`src/rtl/mmcm_drp_pkg.sv`:
```
// Shared types and constants for the MMCM DRP reconfiguration sequencer.
// Also used by builds that define MMCM_DRP_READBACK_EN (adds the StRb/StWaitRb states).
package mmcm_drp_pkg;

    localparam int unsigned DRP_ADDR_W = 7;
    localparam int unsigned DRP_DATA_W = 16;

    localparam logic [DRP_ADDR_W-1:0] SKIP_ADDR = 7'h7F;

    typedef struct packed {
        logic [DRP_ADDR_W-1:0] addr;
        logic [DRP_DATA_W-1:0] mask;
        logic [DRP_DATA_W-1:0] data;
    } drp_entry_t;

    localparam int unsigned ENTRY_W = $bits(drp_entry_t);

    typedef logic [3:0] state_t;

    localparam state_t StIdle      = 4'd0;
    localparam state_t StAssertRst = 4'd1;
    localparam state_t StRd        = 4'd2;
    localparam state_t StWaitRd    = 4'd3;
    localparam state_t StWr        = 4'd4;
    localparam state_t StWaitWr    = 4'd5;
    localparam state_t StRb        = 4'd6;
    localparam state_t StWaitRb    = 4'd7;
    localparam state_t StRelease   = 4'd8;
    localparam state_t StWaitLock  = 4'd9;
    localparam state_t StDone      = 4'd10;
    localparam state_t StErr       = 4'd11;

    // Mask bit set keeps the bit currently in the DRP register.
    function automatic logic [DRP_DATA_W-1:0] rmw_merge(input logic [DRP_DATA_W-1:0] cur,
                                                        input logic [DRP_DATA_W-1:0] mask,
                                                        input logic [DRP_DATA_W-1:0] data);
        return (cur & mask) | (data & ~mask);
    endfunction

endpackage

```
`src/rtl/mmcm_drp_cfg_table.sv`:
```
// Configuration table: synchronous write, combinational read, contents survive reset.
module mmcm_drp_cfg_table
    import mmcm_drp_pkg::*;
#(
    parameter int unsigned DEPTH = 32,
    localparam int unsigned AW = (DEPTH > 1) ? $clog2(DEPTH) : 1
) (
    input  logic       clk_i,
    input  logic       we_i,
    input  logic [AW-1:0] waddr_i,
    input  drp_entry_t wdata_i,
    input  logic [AW-1:0] raddr_i,
    output drp_entry_t rdata_o
);

    drp_entry_t mem_q [DEPTH];

    always_ff @(posedge clk_i) begin
        if (we_i) begin
            mem_q[waddr_i] <= wdata_i;
        end
    end

    assign rdata_o = mem_q[raddr_i];

endmodule

```
`src/rtl/mmcm_drp_sequencer.sv`:
```
// Run-time MMCME2_ADV reconfiguration over DRP: hold reset, read-modify-write each table entry,
// release reset, wait for lock. Define MMCM_DRP_READBACK_EN to verify each write by re-reading.
module mmcm_drp_sequencer
    import mmcm_drp_pkg::*;
#(
    parameter int unsigned NUM_CFG      = 4,
    parameter int unsigned REGS_PER_CFG = 8,
    parameter int unsigned DRDY_TIMEOUT = 64,
    parameter int unsigned LOCK_TIMEOUT = 65535,
    localparam int unsigned CFG_W  = (NUM_CFG > 1) ? $clog2(NUM_CFG) : 1,
    localparam int unsigned TBL_AW = (NUM_CFG * REGS_PER_CFG > 1) ?
                                     $clog2(NUM_CFG * REGS_PER_CFG) : 1
) (
    input  logic                  clk_i,
    input  logic                  rst_ni,
    input  logic                  cfg_req_i,
    input  logic [CFG_W-1:0]      cfg_sel_i,
    output logic                  cfg_busy_o,
    output logic                  cfg_done_o,
    output logic                  cfg_err_o,
    input  logic                  tbl_we_i,
    input  logic [TBL_AW-1:0]     tbl_addr_i,
    input  logic [ENTRY_W-1:0]    tbl_wdata_i,
    output logic [DRP_ADDR_W-1:0] drp_daddr_o,
    output logic [DRP_DATA_W-1:0] drp_di_o,
    input  logic [DRP_DATA_W-1:0] drp_do_i,
    output logic                  drp_den_o,
    output logic                  drp_dwe_o,
    input  logic                  drp_drdy_i,
    output logic                  mmcm_rst_o,
    input  logic                  mmcm_locked_i
);

    localparam int unsigned REG_W   = (REGS_PER_CFG > 1) ? $clog2(REGS_PER_CFG) : 1;
    localparam int unsigned TMR_MAX = (DRDY_TIMEOUT > LOCK_TIMEOUT) ? DRDY_TIMEOUT : LOCK_TIMEOUT;
    localparam int unsigned TMR_W   = $clog2(TMR_MAX + 1);

    state_t                state_q, state_d, adv_state;
    logic [CFG_W-1:0]      cfg_q, cfg_d;
    logic [REG_W-1:0]      reg_idx_q, reg_idx_d, adv_idx;
    logic [DRP_DATA_W-1:0] rmw_q, rmw_d;
    logic [TMR_W-1:0]      tmr_q, tmr_d;
    logic                  err_q, err_d;
    logic [TBL_AW-1:0]     rd_idx;
    drp_entry_t            entry;
    logic                  skip, last_reg, drdy_expired, lock_expired;

    assign rd_idx = TBL_AW'(32'(cfg_q) * REGS_PER_CFG + 32'(reg_idx_q));

    mmcm_drp_cfg_table #(
        .DEPTH(NUM_CFG * REGS_PER_CFG)
    ) u_table (
        .clk_i   (clk_i),
        .we_i    (tbl_we_i),
        .waddr_i (tbl_addr_i),
        .wdata_i (tbl_wdata_i),
        .raddr_i (rd_idx),
        .rdata_o (entry)
    );

    assign skip     = (entry.addr == SKIP_ADDR);
    assign last_reg = (32'(reg_idx_q) == REGS_PER_CFG - 1);

    // tmr_q holds the number of cycles elapsed since the den (or release) cycle.
    assign drdy_expired = (32'(tmr_q) >= DRDY_TIMEOUT - 1);
    assign lock_expired = (32'(tmr_q) >= LOCK_TIMEOUT - 1);

    assign adv_state = last_reg ? StRelease : StRd;
    assign adv_idx   = last_reg ? reg_idx_q : reg_idx_q + 1'b1;

    always_comb begin
        state_d   = state_q;
        cfg_d     = cfg_q;
        reg_idx_d = reg_idx_q;
        rmw_d     = rmw_q;
        tmr_d     = tmr_q;
        err_d     = err_q;
        case (state_q)
            StIdle: begin
                if (cfg_req_i) begin
                    cfg_d     = (32'(cfg_sel_i) >= NUM_CFG) ? CFG_W'(NUM_CFG - 1) : cfg_sel_i;
                    reg_idx_d = '0;
                    err_d     = 1'b0;
                    state_d   = StAssertRst;
                end
            end
            StAssertRst: state_d = StRd;
            StRd: begin
                tmr_d = TMR_W'(1);
                if (skip) begin
                    state_d   = adv_state;
                    reg_idx_d = adv_idx;
                end else begin
                    state_d = StWaitRd;
                end
            end
            StWaitRd: begin
                if (drp_drdy_i) begin
                    rmw_d   = rmw_merge(drp_do_i, entry.mask, entry.data);
                    state_d = StWr;
                end else if (drdy_expired) begin
                    state_d = StErr;
                end else begin
                    tmr_d = tmr_q + 1'b1;
                end
            end
            StWr: begin
                tmr_d   = TMR_W'(1);
                state_d = StWaitWr;
            end
            StWaitWr: begin
                if (drp_drdy_i) begin
`ifdef MMCM_DRP_READBACK_EN
                    state_d = StRb;
`else
                    state_d   = adv_state;
                    reg_idx_d = adv_idx;
`endif
                end else if (drdy_expired) begin
                    state_d = StErr;
                end else begin
                    tmr_d = tmr_q + 1'b1;
                end
            end
`ifdef MMCM_DRP_READBACK_EN
            StRb: begin
                tmr_d   = TMR_W'(1);
                state_d = StWaitRb;
            end
            StWaitRb: begin
                if (drp_drdy_i) begin
                    if (drp_do_i != rmw_q) begin
                        state_d = StErr;
                    end else begin
                        state_d   = adv_state;
                        reg_idx_d = adv_idx;
                    end
                end else if (drdy_expired) begin
                    state_d = StErr;
                end else begin
                    tmr_d = tmr_q + 1'b1;
                end
            end
`endif
            StRelease: begin
                tmr_d   = TMR_W'(1);
                state_d = StWaitLock;
            end
            StWaitLock: begin
                if (mmcm_locked_i) begin
                    state_d = StDone;
                end else if (lock_expired) begin
                    state_d = StErr;
                end else begin
                    tmr_d = tmr_q + 1'b1;
                end
            end
            StDone:  state_d = StIdle;
            StErr:   state_d = StIdle;
            default: state_d = StIdle;
        endcase
        if (state_d == StErr) begin
            err_d = 1'b1;
        end
    end

    always_ff @(posedge clk_i) begin
        if (!rst_ni) begin
            state_q   <= StIdle;
            cfg_q     <= '0;
            reg_idx_q <= '0;
            rmw_q     <= '0;
            tmr_q     <= '0;
            err_q     <= 1'b0;
        end else begin
            state_q   <= state_d;
            cfg_q     <= cfg_d;
            reg_idx_q <= reg_idx_d;
            rmw_q     <= rmw_d;
            tmr_q     <= tmr_d;
            err_q     <= err_d;
        end
    end

    assign drp_den_o   = ((state_q == StRd) && !skip) || (state_q == StWr) || (state_q == StRb);
    assign drp_dwe_o   = (state_q == StWr);
    assign drp_daddr_o = drp_den_o ? entry.addr : '0;
    assign drp_di_o    = drp_dwe_o ? rmw_q : '0;
    assign mmcm_rst_o  = (state_q == StAssertRst) || (state_q == StRd) || (state_q == StWaitRd) ||
                         (state_q == StWr) || (state_q == StWaitWr) || (state_q == StRb) ||
                         (state_q == StWaitRb);
    assign cfg_busy_o  = (state_q != StIdle);
    assign cfg_done_o  = (state_q == StDone);
    assign cfg_err_o   = err_q;

endmodule
```
`config.mk`:
```
export PLATFORM = sky130hd
export DESIGN_NAME = mmcm_drp_sequencer
export DESIGN_NICKNAME = d
export VERILOG_FILES = /design/src/rtl/mmcm_drp_pkg.sv /design/src/rtl/mmcm_drp_cfg_table.sv /design/src/rtl/mmcm_drp_sequencer.sv
export SDC_FILE = /design/constraint.sdc
export NUM_CORES = 1
export LEC_CHECK = 0
export CAP_MARGIN = 25
export CELL_PAD_IN_SITES_DETAIL_PLACEMENT = 0
export CELL_PAD_IN_SITES_GLOBAL_PLACEMENT = 1
export CORE_ASPECT_RATIO = 1.2
export CORE_UTILIZATION = 37
export CTS_CLUSTER_SIZE = 12
export DETAILED_ROUTE_END_ITERATION = 16
export GPL_ROUTABILITY_DRIVEN = 1
export PLACE_DENSITY_LB_ADDON = 0.1
export REMOVE_ABC_BUFFERS = 1
export SYNTH_ARGS = -nofsm -noshare
export SYNTH_HDL_FRONTEND = slang
export SYNTH_SLANG_ARGS = --single-unit
```
`constraint.sdc`:
```
create_clock -name clk_i -period 4.2 [get_ports clk_i]
set_clock_uncertainty 0.2 [all_clocks]
set_input_delay 0.63 -clock clk_i [delete_from_list [all_inputs] [get_ports clk_i]]
set_output_delay 0.63 -clock clk_i [all_outputs]
set_load 0.1 [all_outputs]
```
==> metrics.txt, run 1 <==
status=finished, violations left; failing checks=setup timing; min-delay src=rst_ni; Hold Fails Final Rpt=0; Cell Count Post-Placement=just over 4000; largest family of logic cells by synthesized area=multiplexers; Die Height=404 um; Internal=~0.021 W; Syn. warnings=0; Die X=337 um; Syn Inst Count=2176; HPWL after detailed placement=about 68000 um; Worst Path Arrival=roughly 3.8 ns; most used cell along the critical path=buf_12; mapped cell area=0.0499 mm2; largest net degree at the start of global routing=134; Worst-Skew Late Latency=0.76 ns; RSZ-0062 raised after global routing=yes; Final setup violation count=8; register area=0.0383 mm2; Final min period=4.60 ns; fin crit share=109%; number of fill cells in the layout=11402; number of H-tree levels=4; All-Layer GR Usage=19.8%; maximum vdd drop=between 0.0004 and 0.0005 V; Post-Synth XOR/XNOR Area=0.228%; vias in the first global route=25100; critical path, cell by cell=buf_12, buf_12, mux4_2, mux4_2, mux2i_2, or4_4, o31ai_4, a211oi_2, buf_6, and2b_1, buf_12; Async SR Flop Fraction=0%; crit-path max FO=8; Area Growth Syn to Fin=17.8%; Hold Crit Class=in -> reg; pre-CTS setup slack=-0.0660 ns; first-pass GRT wire length=186000 um; 1st-pass router iterations=6; Avg WL per Cell=about 31 um; initial antenna violation count=10; Max-Cap Viols=0; top cells by area, synth=edfxtp_1 75%, mux4_2 16%, dfxtp_1 1.7%; P per Cell Area=around 460 mW/mm2; Leak=17.8 nW; normalized max-slew margin=29.6%; Flop pwr share=approximately 53%; cell depth of the worst hold path=3; IO Pins=97; Placed Instance Area=~0.054 mm2; terminus of the critical flop-to-flop path=rmw_q[12]; adder-cell share of the synthesized area=0.100%; endpoint class of the critical path=primary output; final worst slack=-0.396 ns; via count=23423; Net Sw Frac=about a fifth; mux share of post-synthesis cell area=18.2%; CTS Buffer Depth=3; Post-synth EDFFs=1248; root buffer cell=clkbuf_16; share of cells above drive strength 1=between 30 and 40%; post-synth cell types=slightly below 60; drt via density=approximately 5.4; Final Instance Count excl. Fillers=4328; Multi-input gate area=0.0112 mm2; Worst-Margin Slew=1.05 ns; net switching power figure=0.00574 W; Comb pwr share=5.5%; Reg-to-Reg Start=reg_idx_q[1]; Clk pin slew, worst setup/hold paths=0.06 ns; DRT iter0 DRCs=2147; leading area contributor after synthesis=edfxtp_1; CTS sink count=1290; fraction of the mapped netlist area in compound gates=~1.3%; Placeable Area=0.134 mm2; setup_tns=-2.98 ns; Starting Density=between 30% and 40%; Worst setup SP type=register; Worst Path Required=3.37 ns; post-synthesis sequential area ratio=roughly three quarters; global route overflow=0; area share of and/or/nand/nor cells after synthesis=around 2.2%; Max Clk Rate=218 MHz; Worst Hold End=rmw_q[11]; share of the synthesized area in the top cell type=75.1%; number of diodes=0; worst-case reg-to-reg path depth=8; final instance area=roughly 0.059 mm2; PortBufs=96; Site Rows=147; CTS buffer count=~140; CP max stage delay=approximately 0.5 ns; setup slack, reg-to-reg=0.45 ns; post-route DRC violation count=0; RePlAce Congestion=~0.75; Critical-path top delay cell=mux4_2; die area=0.136 mm2; Clock Power Share=between 40% and 50%; Final #Nets=roughly 2500; CTS tree=yes; Top FF cell, synth=edfxtp_1; DRT Wirelength=132000 um; fin. max-slew vios=0; Avg Cell Area, Syn=about 23 um2; Routed Antenna Nets=0; WS Path Type=reg -> out; Yosys reg bits=1290
worst max path at each step:
stage	from	to	slack, ns	cells after the start
after global routing	reg_idx_q[0]	drp_daddr_o[0]	-0.58	11
after floorplan	reg_idx_q[0]	drp_daddr_o[2]	-13.12	8
after global placement	reg_idx_q[0]	drp_daddr_o[6]	-0.07	10
after detailed placement	reg_idx_q[0]	drp_daddr_o[4]	-0.07	10
final	reg_idx_q[0]	drp_daddr_o[0]	-0.40	11
after CTS	reg_idx_q[0]	drp_daddr_o[0]	-0.49	11
flip-flops by register name (all words and copies together) (netlist names):
register	flops
u_table.mem_q	1248
rmw_q	16
tmr_q	16
state_q	4
reg_idx_q	3
cfg_q	2
cfg_err_o	1
metal layers:
layer | vias to the layer above | global-route usage [%] | wire length (um)
met5 | - | 0 | 47
met4 | 8 | 5.27 | 2410
met3 | 159 | 3.41 | 5900
met2 | 570 | 31.5 | 64000
met1 | 12889 | 28.2 | 59600
li1 | 9797 | - | -
cell families after synthesis:
kind of cell             after synthesis
flip-flops                          1290
multiplexers                         440
AND/OR/NAND/NOR                      220
buffers and inverters                118
AO/OA/AOI/OAI                         91
XOR/XNOR                              13
adder cells (fa/ha/maj)                4
cell type report:
type,count,area share (%)
sequential,1290,65.2
multi-input combinational,768,19.1
clock buffer,190,6.33
tap,1788,3.81
inverter,10,0.0724
clock inverter,47,0.583
timing repair buffer,235,4.91
repair_timing:
item | 4_1_cts | 5_1_grt
hold endpoints to repair | 0 | 0
pin swaps | 2 | 0
gates cloned | 1 | 1
hold buffers | 0 | 0
endpoints found under the setup margin | 8 | 8
gates resized for setup | 34 | 0
buffers inserted | 8 | 0
layout by cell type (no fill, tap or decap), types with 10 or more instances in the layout:
master           count
and2_1              20
xnor2_1             11
dfxtp_1             38
clkinv_2            10
nand2_1             46
o22ai_1             18
clkbuf_16          149
buf_4               94
edfxtp_1          1248
a221oi_1            10
nand3_1             12
mux2i_1             54
o21ai_0             11
clkinv_1            21
buf_12              48
clkdlybuf4s50_1     70
clkbuf_1            48
o21ai_1             12
mux4_2             361
mux2_2              17
nor2_1              43
nor2_4              33
power by group through the flow:
stage / sequential [W] / combinational [W] / clock (W)
finish: 0.0143 / 0.00150 / 0.0112
global route: 0.0143 / 0.00161 / 0.0120
CTS: 0.0143 / 0.00148 / 0.0115
detailed placement: 0.0146 / 0.00143 / 0
global placement: 0.0146 / 0.00141 / 0
floorplan: 0.0147 / 0.000901 / 0
worst max-delay path, delay by kind of cell, from the launching register on:
family,cells,cell delay [ns]
AND/OR/NAND/NOR,2,0.42
buffers and inverters,4,0.66
multiplexers,3,1.20
flip-flops,1,0.41
AO/OA/AOI/OAI,2,0.29
through the flow:
step,power (W),hold slack (ns),util (%)
after floorplan,0.0156,0.242,-
after global placement,0.0160,0.245,40.5
after detailed placement,0.0160,0.257,40.5
after CTS,0.0273,0.152,43.6
after global routing,0.0279,0.201,44.0
final,0.0270,0.233,44.0
cells in the mapped netlist (all sizes together), types with 3 or more instances:
cell type / n
nand2: 46
nor2b: 10
nor4: 5
mux2: 17
ha: 4
and3: 4
a21oi: 9
mux2i: 57
nor3: 8
a31oi: 6
dfxtp: 42
buf: 70
nand2b: 10
or3: 5
nor2: 76
and2: 22
nand3: 12
or3b: 4
a221oi: 10
edfxtp: 1248
o22ai: 18
xnor2: 11
nand3b: 6
a22oi: 9
mux4: 366
inv: 9
clkbuf: 38
a211oi: 3
o21ai: 23
nand4: 5
Note: power is estimated with default switching activity, not from simulation.
==> inputs of run 2 (changes only) <==
CTS_CLUSTER_SIZE = 8   (was 12)
==> run 2 against run 1 <==
  * Global-route usage up 0.19 points
  * Count of clock-buffer cells in the layout up 79
  * Combinational power about the same
  * Sequential cell count unchanged
  * Maximum frequency down 0.25%
  * Routed wire length up 1.2%
  * Utilization up 0.81 points
  * First-iteration DRC count down 1.3%
  * Critical endpoint unchanged
  * Design area up 1.8%
  * Register-to-register slack worse by 0.19 ns
  * Final cell count up 1.2%
  * Via count up 1.2%
  * The run still ends with setup timing left
==> metrics.txt, run 2 (synthesis results as in run 1) <==
post-route DRC violation count=0 (unchanged); CTS Buffer Depth=3 (unchanged); Worst Path Arrival=3.78 ns (was 3.77 ns); Max Clk Rate=217 MHz (was 218 MHz); PortBufs=96 (unchanged); share of cells above drive strength 1=31.4% (was 30.4%); Largest register FFs=1248 (unchanged); Routed Antenna Nets=0 (unchanged); most used cell along the critical path=buf_12 (unchanged); fin. max-slew vios=0 (unchanged); Hold Crit Class=in -> reg (unchanged); CTS buffer count=179 (was 137); fin crit share=110% (was 109%); DRT Wirelength=134000 um (was 132000 um); most common cell after layout, fill and taps aside=edfxtp_1 (unchanged); Site Rows=147 (unchanged); Worst Path Required=3.37 ns (about the same); number of H-tree levels=4 (unchanged); Clk pin slew, worst setup/hold paths=0.05 ns (was 0.06 ns); Max-Cap Viols=0 (unchanged); Final setup violation count=8 (unchanged); failing checks=setup timing (unchanged); Top reg by flops=u_table.mem_q (unchanged); Avg WL per Cell=30.5 um (about the same); maximum vdd drop=0.000398 V (was 0.000456 V); die area=0.136 mm2 (unchanged); most frequent cells in the layout=1248 x edfxtp_1, 363 x mux4_2, 191 x clkbuf_16 (was 1248 x edfxtp_1, 361 x mux4_2, 149 x clkbuf_16); global route overflow=0 (unchanged); Area Growth Syn to Fin=20.0% (was 17.8%); Final #Nets=2565 (was 2514); Hold Fails Final Rpt=0 (unchanged); Worst setup SP type=register (unchanged); All-Layer GR Usage=20.0% (was 19.8%); largest registers in the final layout=u_table.mem_q x1248, rmw_q x16, tmr_q x16 (unchanged); Starting Density=37.3% (unchanged); via count=23711 (was 23423); largest net degree at the start of global routing=134 (unchanged); Die X=337 um (unchanged); setup_tns=-3.06 ns (was -2.98 ns); final core utilization=44.8% (was 44.0%); Die Height=404 um (unchanged); DRT iter0 DRCs=2119 (was 2147); WS Path Type=reg -> out (unchanged); first-pass GRT wire length=188000 um (was 186000 um); normalized max-slew margin=30.3% (was 29.6%); cell depth of the worst hold path=3 (unchanged); number of fill cells in the layout=11306 (was 11402); IO Pins=97 (unchanged); initial antenna violation count=9 (was 10); Placeable Area=0.134 mm2 (unchanged); CTS Hold Buffers Added=0 (unchanged); met3 wire len=6340 um (was 5900 um); Leak=18.3 nW (was 17.8 nW); met2 WL=64800 um (was 64000 um); critical path, cell by cell=buf_12, buf_12, mux4_2, mux4_2, mux2i_2, or4_4, o31ai_2, a211oi_2, buf_6, and2b_1, buf_12 (was buf_12, buf_12, mux4_2, mux4_2, mux2i_2, or4_4, o31ai_4, a211oi_2, buf_6, and2b_1, buf_12); CP max stage delay=0.50 ns (was 0.49 ns); CTS tree=yes (unchanged); CTS sink count=1290 (unchanged); Top Layer Used=met5 (unchanged); status=finished, violations left (unchanged); vias in the first global route=25399 (was 25100); RSZ-0062 raised after global routing=yes (unchanged); Final min period=4.61 ns (was 4.60 ns); endpoint class of the critical path=primary output (unchanged); M1 WL=60000 um (was 59600 um); final worst slack=-0.407 ns (was -0.396 ns); pre-CTS setup slack=-0.0660 ns (unchanged); crit-path max FO=8 (unchanged); HPWL after detailed placement=68500 um (unchanged); Critical-path top delay cell=mux4_2 (unchanged); root buffer cell=clkbuf_16 (unchanged); Worst-Skew Late Latency=0.78 ns (was 0.76 ns); P per Cell Area=484 mW/mm2 (was 460 mW/mm2); RePlAce Congestion=0.748 (unchanged); 1st-pass router iterations=5 (was 6); drt via density=5.41 (about the same); Worst-Margin Slew=1.04 ns (was 1.05 ns); worst-case reg-to-reg path depth=10 (was 8)
-- run 2: cell types whose count changed in the layout (fill, tap and decap cells not counted), sizes merged --
cell,before,now
bufbuf,0,2
clkinv,33,6
inv,17,16
clkinvlp,4,0
clkbuf,198,278
buf,157,163
bufinv,3,0
diode,0,1
-- run 2: per-stage QoR --
step / power (W) / std cells / cell area, um2 / hold slack (ns)
final: 0.0290 / 4382 / 59900 / 0.210
after global routing: 0.0299 / 4381 / 59900 / 0.178
after CTS: 0.0293 / 4356 / 59300 / 0.143
after detailed placement: 0.0160 / 4062 / 54100 / 0.257
after global placement: 0.0160 / 4062 / 54100 / 0.245
after floorplan: 0.0156 / 2068 / 49300 / 0.242
-- run 2: worst max-delay path: cells and delay by family, from the launching register on --
kind | cells | cell delay [ns]
AOI/OAI and AO/OA | 2 | 0.33
buffers and inverters | 4 | 0.62
DFF | 1 | 0.39
and+or+nand+nor | 2 | 0.42
muxes | 3 | 1.22
-- run 2: path summary, 6_finish.rpt --
path / from / to / slack (ns)
max reg2reg: reg_idx_q[0] / rmw_q[11] / 0.26
max: reg_idx_q[0] / drp_daddr_o[0] / -0.41
min: rst_ni / rmw_q[11] / 0.21
min reg2reg: rmw_q[6] / rmw_q[6] / 0.27
-- run 2: area by class of cell --
cell class	instances	area (um2)	area share, %
Antenna cell	1	2.50	0.00418
Timing Repair Buffer	244	3010	5.03
Multi-Input combinational cell	768	11200	18.7
Sequential cell	1290	38300	64.0
Tap cell	1788	2240	3.74
Clock buffer	269	4880	8.15
Clock inverter	12	139	0.232
Inverter	10	42.5	0.0711
-- run 2: routing by layer --
| layer | vias up | global-route usage (%) |
|---|---|---|
| li1 | 9892 | - |
| met4 | 8 | 5.21 |
| met2 | 681 | 31.7 |
| met1 | 12948 | 28.3 |
| met3 | 182 | 3.88 |
| met5 | - | 0 |
-- run 2: timing repair --
| item | CTS | global route |
|---|---|---|
| setup endpoints to repair | 8 | 9 |
| pin swaps | 7 | 3 |
| endpoints found under the hold margin | 0 | 0 |
| setup buffers | 11 | 4 |
| cloned | 2 | 1 |
| resized for setup | 35 | 5 |
-- run 2: report_power, final --
group,total (W),switching [W],internal [W],leakage (nW)
registers,0.0144,0.0000594,0.0143,11.6
clock network,0.0131,0.00520,0.00789,2.41
logic,0.00153,0.000846,0.000679,4.28
total,0.0290,0.00611,0.0229,18.3
==> inputs of run 3 (changes only) <==
TNS_END_PERCENT = 1   (was default)
==> run 3 against run 2 <==
  * The run still ends with setup timing left
  * Total power about the same
  * Largest cell class unchanged
  * Routed wire length down 0.15%
  * First-iteration DRC count up 2.6%
  * Utilization about the same
  * Final cell count down 0.16%
  * Critical path type unchanged
  * Register-to-register slack about the same
  * Design area about the same
  * Via count up 0.22%
  * Sequential cell count unchanged
==> metrics.txt, run 3 (synthesis results as in run 1) <==
status=finished, violations left (unchanged); failing checks=setup timing (unchanged); M1 WL=59600 um (was 60000 um); PortBufs=96 (unchanged); Hold Crit Class=in -> reg (unchanged); met2 WL=64800 um (about the same); Top Layer Used=met5 (unchanged); RePlAce Congestion=0.748 (unchanged); share of cells above drive strength 1=31.1% (was 31.4%); Final setup violation count=8 (unchanged); Starting Density=37.3% (unchanged); Cell Count Post-Placement=4062 (unchanged); total power=0.0290 W (about the same); Worst Path Arrival=3.77 ns (was 3.78 ns); normalized max-slew margin=30.1% (was 30.3%); Avg WL per Cell=30.5 um (about the same); HPWL after detailed placement=68500 um (unchanged); crit-path max FO=8 (unchanged); critical path, cell by cell=bufbuf_16, mux4_1, mux4_2, a21oi_4, or4_4, o31ai_2, a211oi_2, buf_6, and2b_1, buf_12 (was buf_12, buf_12, mux4_2, mux4_2, mux2i_2, or4_4, o31ai_2, a211oi_2, buf_6, and2b_1, buf_12); Die X=337 um (unchanged); Hold Fails Final Rpt=0 (unchanged); number of fill cells in the layout=11304 (was 11306); fin. max-slew vios=0 (unchanged); root buffer cell=clkbuf_16 (unchanged); Max-Cap Viols=0 (unchanged); endpoint class of the critical path=primary output (unchanged); Worst-Skew Late Latency=0.78 ns (about the same); vias in the first global route=25388 (was 25399); Worst Path Required=3.37 ns (about the same); largest registers in the final layout=u_table.mem_q x1248, rmw_q x16, tmr_q x16 (unchanged); Worst setup SP type=register (unchanged); register area=0.0383 mm2 (unchanged); DRT iter0 DRCs=2174 (was 2119); final worst slack=-0.399 ns (was -0.407 ns); Area Growth Syn to Fin=19.9% (was 20.0%); 1st-pass router iterations=5 (unchanged); Critical-path top delay cell=mux4_1 (was mux4_2); initial antenna violation count=9 (unchanged); CTS sink count=1290 (unchanged); Placeable Area=0.134 mm2 (unchanged); RSZ-0062 raised after global routing=yes (unchanged); P per Cell Area=484 mW/mm2 (about the same); post-route DRC violation count=0 (unchanged); drt via density=5.43 (was 5.41); IO Pins=97 (unchanged); All-Layer GR Usage=20.0% (about the same); Site Rows=147 (unchanged); Multi-input gate area=0.0112 mm2 (about the same); Top reg by flops=u_table.mem_q (unchanged); Final min period=4.60 ns (was 4.61 ns); global route overflow=0 (unchanged); Die Height=404 um (unchanged); Largest register FFs=1248 (unchanged); first-pass GRT wire length=188000 um (about the same); largest net degree at the start of global routing=134 (unchanged); Clk pin slew, worst setup/hold paths=0.05 ns (about the same); CTS tree=yes (unchanged); Routed Antenna Nets=0 (unchanged); CTS buffer count=179 (unchanged); met3 wire len=6530 um (was 6340 um); Max Clk Rate=217 MHz (about the same); Worst-Margin Slew=1.04 ns (about the same); most common cell after layout, fill and taps aside=edfxtp_1 (unchanged); Leak=18.2 nW (was 18.3 nW); CP max stage delay=0.54 ns (was 0.50 ns); CTS Hold Buffers Added=0 (unchanged); most frequent cells in the layout=1248 x edfxtp_1, 360 x mux4_2, 190 x clkbuf_16 (was 1248 x edfxtp_1, 363 x mux4_2, 191 x clkbuf_16); Final #Nets=2558 (was 2565); die area=0.136 mm2 (unchanged); via count=23764 (was 23711); fin crit share=110% (about the same); CTS Buffer Depth=3 (unchanged); DRT Wirelength=133000 um (was 134000 um); maximum vdd drop=0.000399 V (was 0.000398 V); number of H-tree levels=4 (unchanged); Worst Hold Slack=0.200 ns (was 0.210 ns); WS Path Type=reg -> out (unchanged); Final Instance Count excl. Fillers=4375 (was 4382)
==> run 3: final timing paths <==
path | cells after the start | slack [ns] | endpoint | from
worst max register to register | 9 | 0.27 | rmw_q[12] | reg_idx_q[0]
worst max-delay path | 10 | -0.40 | drp_daddr_o[0] | reg_idx_q[0]
worst min-delay path | 3 | 0.20 | rmw_q[11] | rst_ni
worst min register to register | 2 | 0.27 | rmw_q[6] | rmw_q[6]
==> run 3: per-stage QoR <==
step           setup slack, ns  util, %  area, um2  TNS (ns)
2_1_floorplan           -13.12        -      49300   -345.13
3_3_place_gp           -0.0693     40.5      54100    -0.203
3_5_place_dp           -0.0660     40.5      54100    -0.171
4_1_cts                 -0.469     44.4      59300     -3.59
5_1_grt                 -0.576     44.7      59800     -4.41
6_report                -0.399     44.7      59800     -3.00
==> run 3: worst max-delay path, delay by kind of cell, from the launching register on <==
| family | cells | cell delay, ns |
|---|---|---|
| simple gates | 2 | 0.39 |
| mux | 2 | 1.07 |
| compound gates | 3 | 0.48 |
| flops | 1 | 0.39 |
| buf+inv | 3 | 0.64 |
==> run 3: cell type report <==
cell class              instances  share of cell area (%)
diodes                          1                 0.00418
well taps                    1788                    3.74
clock buffers                 269                    8.16
multi-input cells             768                    18.8
repair buffers                237                    4.92
clock inverters                12                   0.232
inverters                      10                  0.0711
flip-flops and latches       1290                    64.1
==> run 3: report_power, final <==
| part | switching, W | internal (W) | total (W) |
|---|---|---|---|
| combinational | 0.000843 | 0.000670 | 0.00151 |
| sequential | 0.0000594 | 0.0143 | 0.0144 |
| clock | 0.00520 | 0.00789 | 0.0131 |
==> run 3: metal layers <==
metal | track usage, % | vias to the layer above
li1 | - | 9883
met1 | 28.3 | 13012
met2 | 31.7 | 680
met3 | 3.88 | 181
met4 | 5.21 | 8
met5 | 0 | -
==> run 3: repair_timing <==
item / CTS / global route
resized for setup: 34 / 3
hold endpoints to repair: 0 / 0
buffers inserted: 9 / 0
pin swaps: 7 / 3
setup endpoints to repair: 8 / 9
gates cloned: 2 / 0
